--- src/rtl/qtpa_pkg.sv ---
// Shared QTP pipeline types and widths.
package qtpa_pkg;

    localparam int unsigned DATA_WIDTH    = 16;
    localparam int unsigned REG_ADDR_W    = 4;
    localparam int unsigned NUM_ARCH_REGS = 16;

    typedef struct packed {
        logic z;
        logic c;
        logic v;
    } flags_t;

endpackage

--- src/rtl/qtps_regfile.sv ---
// Register file: one synchronous write port, two asynchronous read ports with
// write-through bypass and optional hard-wired r0.
module qtps_regfile
    import qtpa_pkg::*;
#(
    parameter int unsigned NUM_REGS = NUM_ARCH_REGS,
    parameter int unsigned R0_ZERO  = 1
) (
    input  logic                  clk,
    input  logic                  rst,
    input  logic                  i_we,
    input  logic [REG_ADDR_W-1:0] i_wr_addr,
    input  logic [DATA_WIDTH-1:0] i_wr_data,
    input  logic [REG_ADDR_W-1:0] i_rd1_addr,
    output logic [DATA_WIDTH-1:0] o_rd1_data,
    input  logic [REG_ADDR_W-1:0] i_rd2_addr,
    output logic [DATA_WIDTH-1:0] o_rd2_data
);

    logic [DATA_WIDTH-1:0] r_regs [NUM_REGS];

    logic w_wr_r0_drop;
    logic w_wr_ok;
    logic w_rd1_hit;
    logic w_rd2_hit;
    logic w_rd1_zero;
    logic w_rd2_zero;

    // A dropped r0 write neither lands in the array nor bypasses.
    assign w_wr_r0_drop = (R0_ZERO != 0) && (i_wr_addr == '0);
    assign w_wr_ok      = i_we && !rst && !w_wr_r0_drop;

    always_ff @(posedge clk) begin
        if (rst) begin
            for (int unsigned i = 0; i < NUM_REGS; i++) begin
                r_regs[i] <= '0;
            end
        end else if (w_wr_ok) begin
            r_regs[i_wr_addr] <= i_wr_data;
        end
    end

    assign w_rd1_hit  = w_wr_ok && (i_rd1_addr == i_wr_addr);
    assign w_rd2_hit  = w_wr_ok && (i_rd2_addr == i_wr_addr);
    assign w_rd1_zero = (R0_ZERO != 0) && (i_rd1_addr == '0);
    assign w_rd2_zero = (R0_ZERO != 0) && (i_rd2_addr == '0);

    assign o_rd1_data = w_rd1_hit  ? i_wr_data :
                        w_rd1_zero ? '0        : r_regs[i_rd1_addr];
    assign o_rd2_data = w_rd2_hit  ? i_wr_data :
                        w_rd2_zero ? '0        : r_regs[i_rd2_addr];

endmodule

--- src/rtl/qtps_wb_stage.sv ---
// QTP-S writeback stage: commits results to the register file and flags,
// serves two bypassed read ports and counts retired writes.
module qtps_wb_stage
    import qtpa_pkg::*;
#(
    parameter int unsigned NUM_REGS  = NUM_ARCH_REGS,
    parameter int unsigned R0_ZERO   = 1,
    parameter int unsigned CNT_WIDTH = 32
) (
    input  logic                  clk,
    input  logic                  rst,
    input  logic [DATA_WIDTH-1:0] wb_alu_result,
    input  logic [REG_ADDR_W-1:0] wb_rd_addr,
    input  logic                  wb_we,
    input  logic                  wb_flag_zero,
    input  logic                  wb_flag_carry,
    input  logic                  wb_flag_ovf,
    input  logic [REG_ADDR_W-1:0] rs1_addr,
    output logic [DATA_WIDTH-1:0] rs1_data,
    input  logic [REG_ADDR_W-1:0] rs2_addr,
    output logic [DATA_WIDTH-1:0] rs2_data,
    output logic                  flag_zero,
    output logic                  flag_carry,
    output logic                  flag_ovf,
    output logic [CNT_WIDTH-1:0]  retire_count
);

    flags_t               w_flags_in;
    flags_t               r_flags;
    logic [CNT_WIDTH-1:0] r_retire_count;

    qtps_regfile #(
        .NUM_REGS (NUM_REGS),
        .R0_ZERO  (R0_ZERO)
    ) u_regfile (
        .clk        (clk),
        .rst        (rst),
        .i_we       (wb_we),
        .i_wr_addr  (wb_rd_addr),
        .i_wr_data  (wb_alu_result),
        .i_rd1_addr (rs1_addr),
        .o_rd1_data (rs1_data),
        .i_rd2_addr (rs2_addr),
        .o_rd2_data (rs2_data)
    );

    assign w_flags_in = {wb_flag_zero, wb_flag_carry, wb_flag_ovf};

    // Flags and counter retire on every commit, r0 targets included.
    always_ff @(posedge clk) begin
        if (rst) begin
            r_flags        <= '0;
            r_retire_count <= '0;
        end else if (wb_we) begin
            r_flags        <= w_flags_in;
            r_retire_count <= r_retire_count + CNT_WIDTH'(1);
        end
    end

    assign flag_zero    = r_flags.z;
    assign flag_carry   = r_flags.c;
    assign flag_ovf     = r_flags.v;
    assign retire_count = r_retire_count;

endmodule

--- config.mk ---
export PLATFORM = sky130hd
export DESIGN_NAME = qtps_wb_stage
export DESIGN_NICKNAME = d
export VERILOG_FILES = /design/src/rtl/qtpa_pkg.sv /design/src/rtl/qtps_regfile.sv /design/src/rtl/qtps_wb_stage.sv
export SDC_FILE = /design/constraint.sdc
export NUM_CORES = 1
export LEC_CHECK = 0
export CAP_MARGIN = 20
export CORE_MARGIN = 2
export CORE_UTILIZATION = 62
export CTS_BUF_LIST = sky130_fd_sc_hd__clkbuf_8
export DETAILED_ROUTE_END_ITERATION = 8
export PLACE_DENSITY_LB_ADDON = 0.25
export SETUP_SLACK_MARGIN = 0.15
export SLEW_MARGIN = 20
export SYNTH_ARGS = -nofsm -noshare
export SYNTH_HDL_FRONTEND = slang
export SYNTH_SLANG_ARGS = --single-unit
--- constraint.sdc ---
create_clock -name clk -period 2.9 [get_ports clk]
set_clock_uncertainty 0.1 [all_clocks]
set_input_delay 0.58 -clock clk [delete_from_list [all_inputs] [get_ports clk]]
set_output_delay 0.58 -clock clk [all_outputs]
set_load 0.005 [all_outputs]
Word-level counts from Yosys, hierarchy flattened
Memory sizes are Yosys's and may differ from the RTL's. Cells that the tools add are included.

Register bits after elaboration: 35. Bits in writable memories: 256. Input bits: 34. Output and inout bits: 67. Logic and storage cells: 30. Memories kept: 1.

Add/sub/neg operators: 1. Equality and inequality tests: 2. Muxes and demuxes: 12. Reduce and logical (&&, ||, !) cells: 10.

Memories: u_regfile.r_regs (depth 16, width 16, read ports 2, clocked after Yosys merged registers in 0, write ports 16, line qtps_regfile.sv:20) `logic [DATA_WIDTH-1:0] r_regs [NUM_REGS];`.

Operator list (count): 2-to-1 mux 16 bit (5); adder 32 x 1 -> 32 bit (second input constant) (1); OR reduction 16 bit (1); logical NOT 4 bit (3); equality test 4 bit (2); 2-to-1 mux 1 bit (6); logical AND 1 bit (4); 2-to-1 mux 4 bit (1); logical NOT 1 bit (2).

Depth between registers and ports, before layout
Word-level depth: 8. Depth in mapped cells: 7.

Modules after synthesis
A second synthesis with hierarchy kept.

Cell total of the unflattened synthesis: 1094. Area total of the unflattened synthesis: 15456.1 um2.

By module, submodules not included: qtps_regfile (times used 1, cells each 903, area each 13784.5 um2, sequential area each 7687.4 um2); qtps_wb_stage (times used 1, cells each 191, area each 1671.6 um2, sequential area each 700.7 um2).

Worst setup path after synthesis
No wires, ideal clock.

Path kind: input -> output. Start: input rs2_addr[1]. End: output rs2_data[10]. Arrival time: 2.075 ns. Required time: 2.220 ns. Setup slack: 0.145 ns. Cell stages on the path: 6. Buffers on the path: 2. Cells stage by stage: buf_2 buf_2 mux4_2 a22oi_1 nand2_1 a22o_1.

Longest elaborated chain between the ends: 3. Elaborated cells between the ends (all ways): 6. Those cells by class: eq/ne: 1; mux: 2; reduce/logical: 2; memory: 1.

RTL lines: from (decl) (line qtps_wb_stage.sv:20) `input logic [REG_ADDR_W-1:0] rs2_addr,`; memory read (16 x 16 bit) (tied with other cells); 2-to-1 mux 16 bit / logical AND 1 bit (equally long branches) (line qtps_regfile.sv:51, qtps_regfile.sv:44); 2-to-1 mux 16 bit (*) (line qtps_regfile.sv:50) `assign o_rd2_data = w_rd2_hit ? i_wr_data :`; to (decl) (line qtps_wb_stage.sv:21) `output logic [DATA_WIDTH-1:0] rs2_data,`.

Mark *: on every way between the ends. The rest lies on a longest branch, timed or not.

Worst setup path in the final report
Start: input rs1_addr[1]. End: output rs1_data[15].

Longest elaborated chain between the ends: 3. Elaborated cells between the ends (all ways): 6. Those cells by class: eq/ne: 1; mux: 2; reduce/logical: 2; memory: 1.

RTL lines: from (decl) (line qtps_wb_stage.sv:18) `input logic [REG_ADDR_W-1:0] rs1_addr,`; memory read (16 x 16 bit) (tied with other cells); 2-to-1 mux 16 bit / logical AND 1 bit (equally long branches) (line qtps_regfile.sv:49, qtps_regfile.sv:43); 2-to-1 mux 16 bit (*) (line qtps_regfile.sv:48) `assign o_rd1_data = w_rd1_hit ? i_wr_data :`; to (decl) (line qtps_wb_stage.sv:19) `output logic [DATA_WIDTH-1:0] rs1_data,`.

Marked as above.

==> flow_summary.json <==
{
  "cp_max_fo": 6,
  "track_usage_pct": 36.31,
  "startpoint": "rs1_addr[1]",
  "initial_utilization_pct": 63.02,
  "cp-endpoint": "rs1_data[15]",
  "hold_class": "register to register",
  "route.vias.total": 11667,
  "crit_chain": "clkbuf_16, buf_16, buf_12, buf_8, mux4_2, a22oi_2, nand2_1, a22o_1, buf_2",
  "finalCritPeriodShare_pct": 102.6,
  "reg2reg_depth": 4,
  "synth.avg_cell_area_um2": 14.11,
  "tritoncts.num_buffers": 47,
  "synth_seq_cells": 291,
  "synthDominantCellAreaShare_pct": 50.16,
  "die_area_mm2": 0.02600,
  "crit_required_ns": 2.22,
  "violations": "setup timing",
  "number_of_global_route_vias_before_repair": 11651,
  "antennaDiodeCount": 0,
  "slew_violations": 0,
  "multi_input_comb_area_mm2": 0.006924,
  "postSynthCellCount": 1086,
  "kind_of_cell_adding_the_most_delay_to_the_critical_path": "buffers and inverters",
  "gp_congestion": 0.9238,
  "slew_worst_pin_ns": 0.8097,
  "n_fill_cell": 1226,
  "layout_commonest_cell": "sky130_fd_sc_hd__edfxtp_1",
  "drt_iter0_markers": 1356,
  "worstPathBufferInverterCount": 5,
  "synth_warnings": 0,
  "overflow": 0,
  "critPathMaxStageDelay_ns": 0.50,
  "maximum_number_of_pins_on_one_net_before_global_route_repair": 68,
  "ratio_of_routed_vias_to_standard_cells": 6.827,
  "cts.reportedPaths.clkPinSlew_ns": 0.06,
  "num_io_pins": 101,
  "ys_dominant_reg_cell": "sky130_fd_sc_hd__edfxtp_1",
  "yosys.cell_types.count": 39,
  "timing.critical_path.from_type": "input port",
  "yosysTopAreaCell": "sky130_fd_sc_hd__edfxtp_1",
  "ys_top_cells_by_area": "sky130_fd_sc_hd__edfxtp_1, sky130_fd_sc_hd__mux4_2, sky130_fd_sc_hd__and2_1",
  "synth-edff-count": 256,
  "max_freq_mhz": 336.1,
  "detail_route.drc_violations": 0,
  "cts_root_buf": "sky130_fd_sc_hd__clkbuf_8",
  "cp.arrival_ns": 2.30,
  "power_density_mw_per_mm2": 487.8,
  "design_power_total_uw": 9681,
  "numClockSinks": 291,
  "timing.slew.headroom_pct": 46.02,
  "grt_setup_unrepaired": "yes",
  "cts_tree": "done",
  "die_w_um": 161.2,
  "h-tree-depth": 2,
  "cts.path.max_buffers": 3,
  "power_leakage_uw": 0.007311,
  "outcome": "finished, violations left",
  "die_height_um": 161.2,
  "area_growth_pct": 29.49,
  "preCtsSetupSlack_ns": -0.6683,
  "final_hold_viol_count": 0,
  "cell_area_synth_mm2": 0.01533,
  "port-buffer-count": 100,
  "timing.max_cap.violations": 0,
  "r2r-end": "retire_count[25]$_SDFFE_PP0P_",
  "cp-end-kind": "primary output",
  "layout.area.seq_mm2": 0.008388,
  "design.core.area_mm2": 0.02432,
  "detailedRoute.firstPassIterationCount": 5,
  "num_rows": 57,
  "drive_gt1_share_pct": 36.82,
  "wire_length_of_the_first_global_routing_pass_um": 68960,
  "ys_seq_area_share_pct": 54.73,
  "route.final.wire_length_um": 48090,
  "insertion_delay_ns": 0.56,
  "postRouteAntennaNets": 0,
  "rrSetupSlack_ns": 0.74,
  "async_flop_share_pct": 0,
  "antenna_found_initial": 0,
  "number_of_buffers_inserted_for_hold_repair_after_clock_tree_synthesis": 0,
  "criticalPathCategory": "input port to primary output",
  "most-common-layout-cells": "sky130_fd_sc_hd__edfxtp_1, sky130_fd_sc_hd__and2_1, sky130_fd_sc_hd__mux4_2",
  "detailed_place_hpwl_um": 28220,
  "r2r-start": "retire_count[12]$_SDFFE_PP0P_",
  "routed_wire_length_per_instance_um": 28.14,
  "final_number_of_setup_violating_endpoints": 6,
  "vdd_ir_drop_max_mv": 0.3161,
  "cpMaxStageDelayCell": "sky130_fd_sc_hd__mux4_2",
  "logic_depth_of_the_worst_path_buffers_included": 9,
  "nets": 1389,
  "worst_slack_ns": -0.07538,
  "period_minus_slack_ns": 2.975
}
## area by class of cell
class                           count  area share, %
Sequential cell                   291          42.26
Multi-Input combinational cell    712          34.89
Timing Repair Buffer              299          16.74
Clock buffer                       49          3.398
Tap cell                          324          2.043
Clock inverter                     31         0.6115
Inverter                            3        0.05674
## Yosys cell counts, types with 17 or more instances
| cell type | count |
|---|---|
| sky130_fd_sc_hd__buf_2 | 22 |
| sky130_fd_sc_hd__nor2_1 | 29 |
| sky130_fd_sc_hd__nand2_1 | 43 |
| sky130_fd_sc_hd__a22o_1 | 32 |
| sky130_fd_sc_hd__and2_1 | 244 |
| sky130_fd_sc_hd__edfxtp_1 | 256 |
| sky130_fd_sc_hd__clkbuf_1 | 65 |
| sky130_fd_sc_hd__mux4_2 | 128 |
| sky130_fd_sc_hd__a21oi_1 | 22 |
| sky130_fd_sc_hd__dfxtp_1 | 35 |
| sky130_fd_sc_hd__a22oi_1 | 64 |
| sky130_fd_sc_hd__or4_1 | 17 |
## how the worst min path moves through the flow
stage	from	endpoint	slack [ns]	cells after the start
global placement	retire_count[31]$_SDFFE_PP0P_	retire_count[31]$_SDFFE_PP0P_	0.36	2
floorplan	retire_count[31]$_SDFFE_PP0P_	retire_count[31]$_SDFFE_PP0P_	0.37	2
finish	retire_count[31]$_SDFFE_PP0P_	retire_count[31]$_SDFFE_PP0P_	0.38	2
global route	retire_count[31]$_SDFFE_PP0P_	retire_count[31]$_SDFFE_PP0P_	0.41	2
detailed placement	retire_count[31]$_SDFFE_PP0P_	retire_count[31]$_SDFFE_PP0P_	0.38	2
CTS	retire_count[31]$_SDFFE_PP0P_	retire_count[31]$_SDFFE_PP0P_	0.38	2
## power breakdown
group,total [µW],switching [µW],internal [µW]
registers,4910,127,4780
clock network,3140,1590,1550
logic,1640,787,849
## layer usage
layer  global-route usage (%)  vias to the layer above  routed length [µm]
met2                    60.07                      951               23460
met3                    6.985                      251                5464
li1                         -                     4738                   -
met5                        0                        -                   0
met4                    21.51                        0                3140
met1                    45.08                     5727               16020
## repair_timing
item | 4_1_cts | 5_1_grt
hold endpoints to repair | 0 | 0
gates cloned | 7 | 2
pin swaps | 82 | 38
setup buffers | 37 | 27
gates resized for setup | 255 | 40
endpoints found under the setup margin | 32 | 32
## flip-flops by register name, summed over array words and instances, names as in the netlist
| signal | cells |
|---|---|
| flag_ovf | 1 |
| u_regfile.r_regs | 256 |
| retire_count | 32 |
| flag_carry | 1 |
| flag_zero | 1 |
## cell families after synthesis
group / after synthesis / synth area share [%]
fa+ha+maj: 1 / 0.08162
mux: 132 / 19.07
xor+xnor: 18 / 1.029
other cells: 1 / 0.02447
flops: 291 / 54.73
buf+inv: 99 / 2.824
compound gates: 140 / 6.669
simple gates: 404 / 15.58
## per-stage QoR
stage | area [µm²] | utilization (%) | hold WS [ns] | std cells | TNS [ns]
2_1_floorplan | 15390 | - | 0.3682 | 1101 | 0
3_3_place_gp | 17840 | 73.35 | 0.3645 | 1556 | -16.88
3_5_place_dp | 17840 | 73.35 | 0.3785 | 1556 | -19.62
4_1_cts | 19430 | 79.90 | 0.3792 | 1680 | -0.08985
5_1_grt | 19850 | 81.61 | 0.4128 | 1709 | -0.3800
6_report | 19850 | 81.61 | 0.3810 | 1709 | -0.2344
## tightest hold or removal path, delay by kind of cell (launching register included)
kind	cells	cell delay, ns
compound gates	2	0.11
flops	1	0.32
No activity file was read; power rests on OpenSTA's default activity.
